**config.mk**
```make
export PLATFORM = sky130hd
export DESIGN_NAME = trace_signature_unit
export DESIGN_NICKNAME = d
export VERILOG_FILES = /design/src/rtl/trace_sig_pkg.sv /design/src/rtl/trace_scrambler.sv /design/src/rtl/trace_signature_unit.sv
export SDC_FILE = /design/constraint.sdc
export NUM_CORES = 1
export LEC_CHECK = 0
export CELL_PAD_IN_SITES_DETAIL_PLACEMENT = 0
export CELL_PAD_IN_SITES_GLOBAL_PLACEMENT = 2
export CORE_AREA = 2 2 101 103
export CTS_BUF_LIST = sky130_fd_sc_hd__clkbuf_8
export CTS_CLUSTER_SIZE = 16
export DETAILED_ROUTE_END_ITERATION = 8
export DIE_AREA = 0 0 103 105
export MAX_ROUTING_LAYER = met4
export PLACE_DENSITY_LB_ADDON = 0.1
export SKIP_LAST_GASP = 1
export SLEW_MARGIN = 5
export SYNTH_ARGS = -nofsm -noshare
export SYNTH_HDL_FRONTEND = slang
export SYNTH_SLANG_ARGS = --single-unit
```
**constraint.sdc**
```tcl
create_clock -name clk -period 5.7 [get_ports clk]
set_input_delay 0.57 -clock clk [delete_from_list [all_inputs] [get_ports clk]]
set_output_delay 0.57 -clock clk [all_outputs]
set_load 0.01 [all_outputs]
```
**src/rtl/trace_sig_pkg.sv**
```systemverilog
// Shared types, widths and the signature rotate step for trace_signature_unit.
package trace_sig_pkg;

  localparam int unsigned SIG_W  = 16;
  localparam int unsigned STIM_W = 8;

  localparam logic [STIM_W-1:0] COUNT_FULL_DEFAULT = 8'hFF;

  typedef enum logic [1:0] {
    StRun   = 2'd0,
    StDone  = 2'd1,
    StAcked = 2'd2
  } trace_state_e;

  // Add the scrambled byte into the low byte, then rotate the whole word left by one.
  function automatic logic [SIG_W-1:0] sig_step(input logic [SIG_W-1:0]  sig,
                                                 input logic [STIM_W-1:0] scr);
    logic [STIM_W-1:0] sum;
    sum = sig[7:0] + scr;
    return {sig[14:8], sum, sig[15]};
  endfunction

endpackage

```
**src/rtl/trace_scrambler.sv**
```systemverilog
// Combinational XOR fold of the processor observation buses and the seed into one byte.
module trace_scrambler
  import trace_sig_pkg::*;
(
  input  logic [STIM_W-1:0] i_seed,
  input  logic [7:0]        i_pc,
  input  logic [7:0]        i_ir,
  input  logic [7:0]        i_pm_address,
  input  logic [7:0]        i_from_ps,
  input  logic [7:0]        i_from_id,
  input  logic [7:0]        i_from_cu,
  input  logic [3:0]        i_x0,
  input  logic [3:0]        i_x1,
  input  logic [3:0]        i_y0,
  input  logic [3:0]        i_y1,
  input  logic [3:0]        i_r,
  input  logic [3:0]        i_m,
  input  logic [3:0]        i_o_reg,
  input  logic              i_zero_flag,
  output logic [STIM_W-1:0] o_scrambled
);

  logic [7:0] w_reg_fold;
  logic [7:0] w_bus_fold;

  always_comb begin
    w_reg_fold = {i_m, i_o_reg} ^ {i_x1, i_x0} ^ {i_y1, i_y0} ^ {3'b000, i_zero_flag, i_r};
    w_bus_fold = i_ir ^ i_pc ^ i_pm_address ^ i_from_ps ^ i_from_id ^ i_from_cu;
    o_scrambled = i_seed ^ w_reg_fold ^ w_bus_fold;
  end

endmodule

```
**src/rtl/trace_signature_unit.sv**
```systemverilog
// Stimulus counter plus 16-bit signature accumulator; freezes after COUNT_FULL updates
// and hands the result out through a sig_valid/sig_ack handshake.
module trace_signature_unit
  import trace_sig_pkg::*;
#(
  parameter logic [STIM_W-1:0] COUNT_FULL = COUNT_FULL_DEFAULT
) (
  input  logic              clk,
  input  logic              reset,
  input  logic [STIM_W-1:0] seed,
  input  logic [7:0]        pc,
  input  logic [7:0]        ir,
  input  logic [7:0]        pm_address,
  input  logic [7:0]        from_PS,
  input  logic [7:0]        from_ID,
  input  logic [7:0]        from_CU,
  input  logic [3:0]        x0,
  input  logic [3:0]        x1,
  input  logic [3:0]        y0,
  input  logic [3:0]        y1,
  input  logic [3:0]        r,
  input  logic [3:0]        m,
  input  logic [3:0]        o_reg,
  input  logic              zero_flag,
  input  logic              sig_ack,
  output logic [STIM_W-1:0] stimulus,
  output logic [3:0]        i_pins,
  output logic [SIG_W-1:0]  signature,
  output logic              sig_valid,
  output logic              done
);

  trace_state_e      r_state;
  logic [STIM_W-1:0] r_stimulus;
  logic [SIG_W-1:0]  r_signature;
  logic              r_sig_valid;
  logic              r_done;

  logic [STIM_W-1:0] w_scrambled;
  logic [STIM_W-1:0] w_stim_inc;
  logic [SIG_W-1:0]  w_next_sig;
  logic              w_full;

  trace_scrambler u_scrambler (
    .i_seed       (seed),
    .i_pc         (pc),
    .i_ir         (ir),
    .i_pm_address (pm_address),
    .i_from_ps    (from_PS),
    .i_from_id    (from_ID),
    .i_from_cu    (from_CU),
    .i_x0         (x0),
    .i_x1         (x1),
    .i_y0         (y0),
    .i_y1         (y1),
    .i_r          (r),
    .i_m          (m),
    .i_o_reg      (o_reg),
    .i_zero_flag  (zero_flag),
    .o_scrambled  (w_scrambled)
  );

  always_comb begin
    w_full     = (r_stimulus == COUNT_FULL);
    w_stim_inc = r_stimulus + 8'd1;
    w_next_sig = sig_step(r_signature, w_scrambled);
  end

  always_ff @(posedge clk) begin
    if (reset) begin
      r_state     <= StRun;
      r_stimulus  <= '0;
      r_signature <= '0;
      r_sig_valid <= 1'b0;
      r_done      <= 1'b0;
    end else begin
      case (r_state)
        StRun: begin
          if (!w_full) begin
            r_stimulus  <= w_stim_inc;
            r_signature <= w_next_sig;
          end
          // Flags rise on the same edge that makes the counter reach COUNT_FULL.
          if (w_full || (w_stim_inc == COUNT_FULL)) begin
            r_state     <= StDone;
            r_sig_valid <= 1'b1;
            r_done      <= 1'b1;
          end
        end
        StDone: begin
          if (sig_ack) begin
            r_state     <= StAcked;
            r_sig_valid <= 1'b0;
          end
        end
        StAcked: begin
          r_sig_valid <= 1'b0;
          r_done      <= 1'b1;
        end
        default: begin
          r_state     <= StRun;
          r_stimulus  <= '0;
          r_signature <= '0;
          r_sig_valid <= 1'b0;
          r_done      <= 1'b0;
        end
      endcase
    end
  end

  assign stimulus  = r_stimulus;
  assign i_pins    = r_stimulus[7:4];
  assign signature = r_signature;
  assign sig_valid = r_sig_valid;
  assign done      = r_done;

endmodule

```
---- Yosys cells after proc, flatten, opt, wreduce, memory -nomap -nowiden ----
Cells that the tools add are included.
word-level totals
  register bits ........................... 28
  memory bits (read-only) ................. 0
  output and inout port bits .............. 30
  latch bits .............................. 0
  memory bits (writable) .................. 0
  memories ................................ 0
cells by class
  shift operators ......................... 0
  multiplexer cells ....................... 11
  add/sub/neg operators ................... 2
  reductions and logical operators ........ 7
  bitwise logic cells ..................... 13
  eq/ne operators ......................... 7
  div/mod/pow operators ................... 0
  multiply operators ...................... 0
  magnitude comparators ................... 0
operator list
  kind                   count
  $xor A8 B8 Y8          9
  $pmux W16 S2           1
  $eq A8 B8 Y1 const B   2
  $mux W16               1
  $pmux W8 S2            1
  $add A8 B1 Y8 const B  1
  $add A8 B8 Y8          1
  $mux W8                1
  $xor A8 B5 Y8          1
  $ne A2 B2 Y1 const B   3
  $pmux W2 S3            1
  $reduce_and A2 Y1      3
  $mux W2                2
  $not A1 Y1             3
  $pmux W1 S3            1
  $reduce_and A3 Y1      1
  $eq A2 B1 Y1 const B   1
  $eq A2 B2 Y1 const B   1
  $logic_not A2 Y1       1
  $mux W1                2
  $pmux W1 S2            1
  $reduce_or A2 Y1       1
  $logic_or A1 B1 Y1     1

---- Longest topological paths before layout ----
  depth after elaboration ................. 9
  mapped depth ............................ 13

---- Hierarchy ----
Synthesis repeated with hierarchy kept, for this count alone.
second synthesis, totals
  cells, all modules ...................... 260
  area, all modules ....................... 2373.5 µm²
modules (own cells, without submodules)
  module                area each (µm²)  times used  seq. area each (µm²)  cells an instance
  trace_signature_unit  1636.6           1           560.5                 191
  trace_scrambler       737.0            1           0.0                   69

---- Worst setup path after synthesis ----
Ideal clock, no wire load.
  kind .................................... input-to-reg
  start ................................... input y0[0]
  end ..................................... register r_signature[5], in the netlist signature[5]
  setup time .............................. 71 ps
  arrival ................................. 2601 ps
  slack ................................... 3028 ps
  stages .................................. 12
  path through ............................ xor2_1 -> xnor2_1 -> xnor2_1 -> xnor2_1 -> ha_1 -> inv_1 -> fa_1 -> nor2b_1 -> o21ai_0 -> nor3b_1 -> or4_1 -> a21oi_1
between the ends
  longest elaborated chain between the ends .. 7
RTL lines
  what                         RTL line                    RTL
  start: declaration           trace_signature_unit.sv:19  input logic [3:0] y0,
  $xor A8 B8 Y8                trace_scrambler.sv:27       w_reg_fold = {i_m, i_o_reg} ^ {i_x1, i_x0} ^ {i_y1, i_y0} ^ {3'b000, i_zero_flag, i_r};
  $xor A8 B5 Y8                trace_scrambler.sv:27
  $xor A8 B8 Y8 (2 in series)  trace_scrambler.sv:29       o_scrambled = i_seed ^ w_reg_fold ^ w_bus_fold;
  $add A8 B8 Y8                trace_sig_pkg.sv:19         sum = sig[7:0] + scr;
  $mux W16                     trace_signature_unit.sv:79  if (!w_full) begin
  $pmux W16 S2                 trace_signature_unit.sv:77  case (r_state)
  end signal: assignment       trace_signature_unit.sv:81  r_signature <= w_next_sig;
  end: declaration             trace_signature_unit.sv:35  logic [SIG_W-1:0] r_signature;
No other way between the ends. The select of a mux whose other input is x is not followed.
A chain may end at the register's enable or synchronous reset.

---- Worst setup path in the final report ----
  start ................................... input seed[0]
  end ..................................... register r_signature[5], in the netlist signature[5]
between the ends
  longest elaborated chain between the ends .. 5
RTL lines
  what                         RTL line                    RTL
  start: declaration           trace_signature_unit.sv:10  input logic [STIM_W-1:0] seed,
  $xor A8 B8 Y8 (2 in series)  trace_scrambler.sv:29
  $add A8 B8 Y8                trace_sig_pkg.sv:19
  $mux W16                     trace_signature_unit.sv:79
  $pmux W16 S2                 trace_signature_unit.sv:77
No other way between the ends. The select of a mux whose other input is x is not followed.

==> results.sh <==
export IMPL_crit_family="simple AND/OR/NAND/NOR gates"
export IMPL_cts_buffers=3
export IMPL_drt_total_wl_mm=5.84
export IMPL_ctsHoldBuffers=0
export IMPL_drive_gt1_share_pct=2.67
export IMPL_rsz0062_at_grt="no"
export IMPL_hold_violations=0
export IMPL_slew_headroom_pct=22.5
export IMPL_drt_iter0_markers=40
export IMPL_post_cts_resized=0
export IMPL_routedWlPerCell_um=11.5
export IMPL_die_h_um=105
export IMPL_crit_required_ps=5920
export IMPL_die_w_um=103
export IMPL_cts_sinks=28
export IMPL_worst_path_largest_cell_delay_ps=470
export IMPL_crit_top_cell="xnor2_1"
export IMPL_fmax_ghz=0.336
export IMPL_critPathKind="in2reg"
export IMPL_crit_fanout=2
export IMPL_clkTransAtPathRegs_ps=100
export IMPL_globalRouteTotalUtil_pct=11.0
export IMPL_period_share_pct=52.2
export IMPL_nets=478
export IMPL_drc_errors=0
export IMPL_power_uw=1070
export IMPL_root_buffer="clkbuf_8"
export IMPL_grt_pass1_vias=2137
export IMPL_cts_setup_buffers=0
export IMPL_endpoint_kind="flop"
export IMPL_dr_total_vias=2151
export IMPL_path_cells="clkdlybuf4s50_1 -> xor2_1 -> xnor2_1 -> xnor2_1 -> xnor2_1 -> ha_1 -> inv_1 -> fa_1 -> nor2b_1 -> o21ai_0 -> nor3b_1 -> or4_1 -> a21oi_1"
export IMPL_synthCells=263
export IMPL_synth_area_um2=2260
export IMPL_viasPerCell=4.24
export IMPL_first_pass_iters=4
export IMPL_start_kind="input pin"
export IMPL_clk_latency_ps=280
export IMPL_die_area_um2=10800
export IMPL_setup_viol_count_final=0
export IMPL_worstMarginPinSlew_ps=1160
export IMPL_seq_area_frac_synth_pct=24.8
export IMPL_layout_min_cycle_time_ps=2970
export IMPL_globalplace_congestion=0.673
export IMPL_core_area_um2=9640
export IMPL_timing_hold_ws_ps=487
export IMPL_start_util_pct=23.5
export IMPL_cp_slowest_cell="clkdlybuf4s50_1"
export IMPL_status="finished clean"
export IMPL_seqCellArea_um2=561
export IMPL_io_pins=118
export IMPL_multi_input_area_um2=1600
export IMPL_syn_num_nets=366
export IMPL_grt_overflow=0
export IMPL_ys_types=39
export IMPL_fill_cells=1044
export IMPL_hp_class="reg2reg"
export IMPL_fin_setup_tns_ps=0
export IMPL_rows=36
export IMPL_portBuffers=117
export IMPL_crit_arrival_ps=3190
export IMPL_detailed_place_hpwl_mm=4.70
export IMPL_skew_ps=10.1
export IMPL_yosysWarnings=0
export IMPL_syn_avg_cell_area_um2=8.60
export IMPL_synth_seq_cells=28
export IMPL_antenna_cells=0
export IMPL_syn_to_final_growth_pct=60.1
export IMPL_antenna_found_initial=0
export IMPL_p_leak_uw=0.00127
export IMPL_ant_nets=0
export IMPL_cts_tree="built"
export IMPL_clock_path_buffers=2
export IMPL_slew_violations=0
export IMPL_grt_max_degree=33
export IMPL_drv_cap=0
export IMPL_ir_worst_vdd_mv=0.115
export IMPL_p_per_area_nw_per_um2=296
export IMPL_cp_buffers_inverters=2
export IMPL_grt_pass1_wl_mm=9.45
export IMPL_cts_htree_levels=1
[worst register-to-register path, cell delays in order (launching register included)]
cell and delay (ps):
dfxtp_1 390, ha_1 280, nand3_1 280, nor2_1 140, a311oi_2 1010, nand3b_1 170, o311ai_1 300
[power by group]
part / switching [uW] / internal, uW / total, uW
logic: 297 / 337 / 634
registers: 39.9 / 236 / 276
clock network: 69.3 / 94.2 / 164
total: 406 / 667 / 1070
[final cells by class]
cell class | instances | area share [%]
well taps | 133 | 4.60
flip-flops and latches | 28 | 15.5
inverters | 10 | 1.04
clock inverters | 1 | 0.829
multi-input cells | 213 | 44.2
clock buffers | 3 | 1.14
repair buffers | 119 | 32.8
[state kept, by name, indices dropped and copies added (netlist names)]
register / cells
stimulus: 8
done: 1
r_state: 2
signature: 16
sig_valid: 1
[per-layer routing]
| layer | GRT usage [%] | up-vias | share of wire [%] |
|---|---|---|---|
| li1 | - | 1121 | - |
| met1 | 13.2 | 957 | 44 |
| met2 | 19.2 | 71 | 50 |
| met3 | 1.67 | 2 | 5.8 |
| met4 | 2.54 | 0 | 0.74 |
| met5 | - | - | 0 |
[Yosys cell counts]
cell type / count / area (um2)
a21oi_1: 20 / 100
o31a_1: 1 / 8.76
nand2_1: 8 / 30.0
or3_1: 1 / 6.26
xnor2_1: 67 / 587
a211oi_1: 2 / 15.0
inv_1: 10 / 37.5
a21boi_0: 1 / 7.51
dfxtp_1: 28 / 561
nand3b_1: 5 / 37.5
o21ai_0: 9 / 45.0
o311ai_1: 1 / 8.76
clkbuf_1: 4 / 15.0
a21o_1: 2 / 15.0
nor3b_1: 1 / 7.51
nand2b_1: 1 / 6.26
buf_4: 4 / 30.0
o21a_1: 1 / 7.51
a31oi_1: 1 / 6.26
a311oi_2: 1 / 15.0
nor2_1: 25 / 93.8
nor3_1: 4 / 20.0
nand4b_1: 1 / 8.76
nor2b_1: 1 / 6.26
nor4_1: 1 / 6.26
ha_1: 14 / 175
nand3_1: 8 / 40.0
nor4b_2: 1 / 15.0
and2_1: 1 / 6.26
or4_1: 3 / 22.5
o41ai_4: 1 / 27.5
a22oi_1: 10 / 75.1
xor2_1: 14 / 123
buf_2: 4 / 20.0
a41oi_1: 1 / 8.76
o311ai_2: 1 / 16.3
o31ai_1: 3 / 22.5
fa_1: 1 / 20.0
and4_1: 1 / 8.76
[cell families (layout without fill, tap and decap cells)]
family,Yosys count,after routing,share of synthesized area [%]
XOR/XNOR,81,81,31.4
flip-flops,28,28,24.8
adder cells (fa/ha/maj),15,15,8.63
AO/OA/AOI/OAI,55,55,16.8
AND/OR/NAND/NOR,62,62,13.9
buffers and inverters,22,133,4.54
[cell usage in the layout, fill, tap and decap left out, types with 2 or more instances in the layout]
cell and instances:
a211oi_1 2, nand3_1 8, nand3b_1 5, a22oi_1 10, nand2_1 8, or4_1 3, o21ai_0 9, dfxtp_1 28
o31ai_1 3, xnor2_1 67, clkbuf_8 3, xor2_1 14, buf_4 2, clkdlybuf4s50_1 117, nor3_1 4, inv_1 10
a21oi_1 20, nor2_1 25, ha_1 14, a21o_1 2
[stage by stage]
stage                     instance area, um2  util (%)  setup WS [ps]  cells
after floorplan                         2260         -           3030    263
after global placement                  3550      36.8           2430    503
after detailed placement                3550      36.8           2370    503
after CTS                               3620      37.6           2690    507
after global routing                    3620      37.6           2520    507
final                                   3620      37.6           2730    507
[final timing paths]
kind                                                  end                       from  slack (ps)  depth (start not counted)
worst min register to register  signature[3]$_SDFFE_PP0P_  signature[3]$_SDFFE_PP0P_         490                          2
worst max-delay path            signature[5]$_SDFFE_PP0P_                    seed[0]        2730                         13
worst min-delay path            signature[3]$_SDFFE_PP0P_  signature[3]$_SDFFE_PP0P_         490                          2
worst max register to register  signature[7]$_SDFFE_PP0P_   stimulus[0]$_SDFFE_PP0P_        3040                          6
Power figures use the tool's default switching activity.
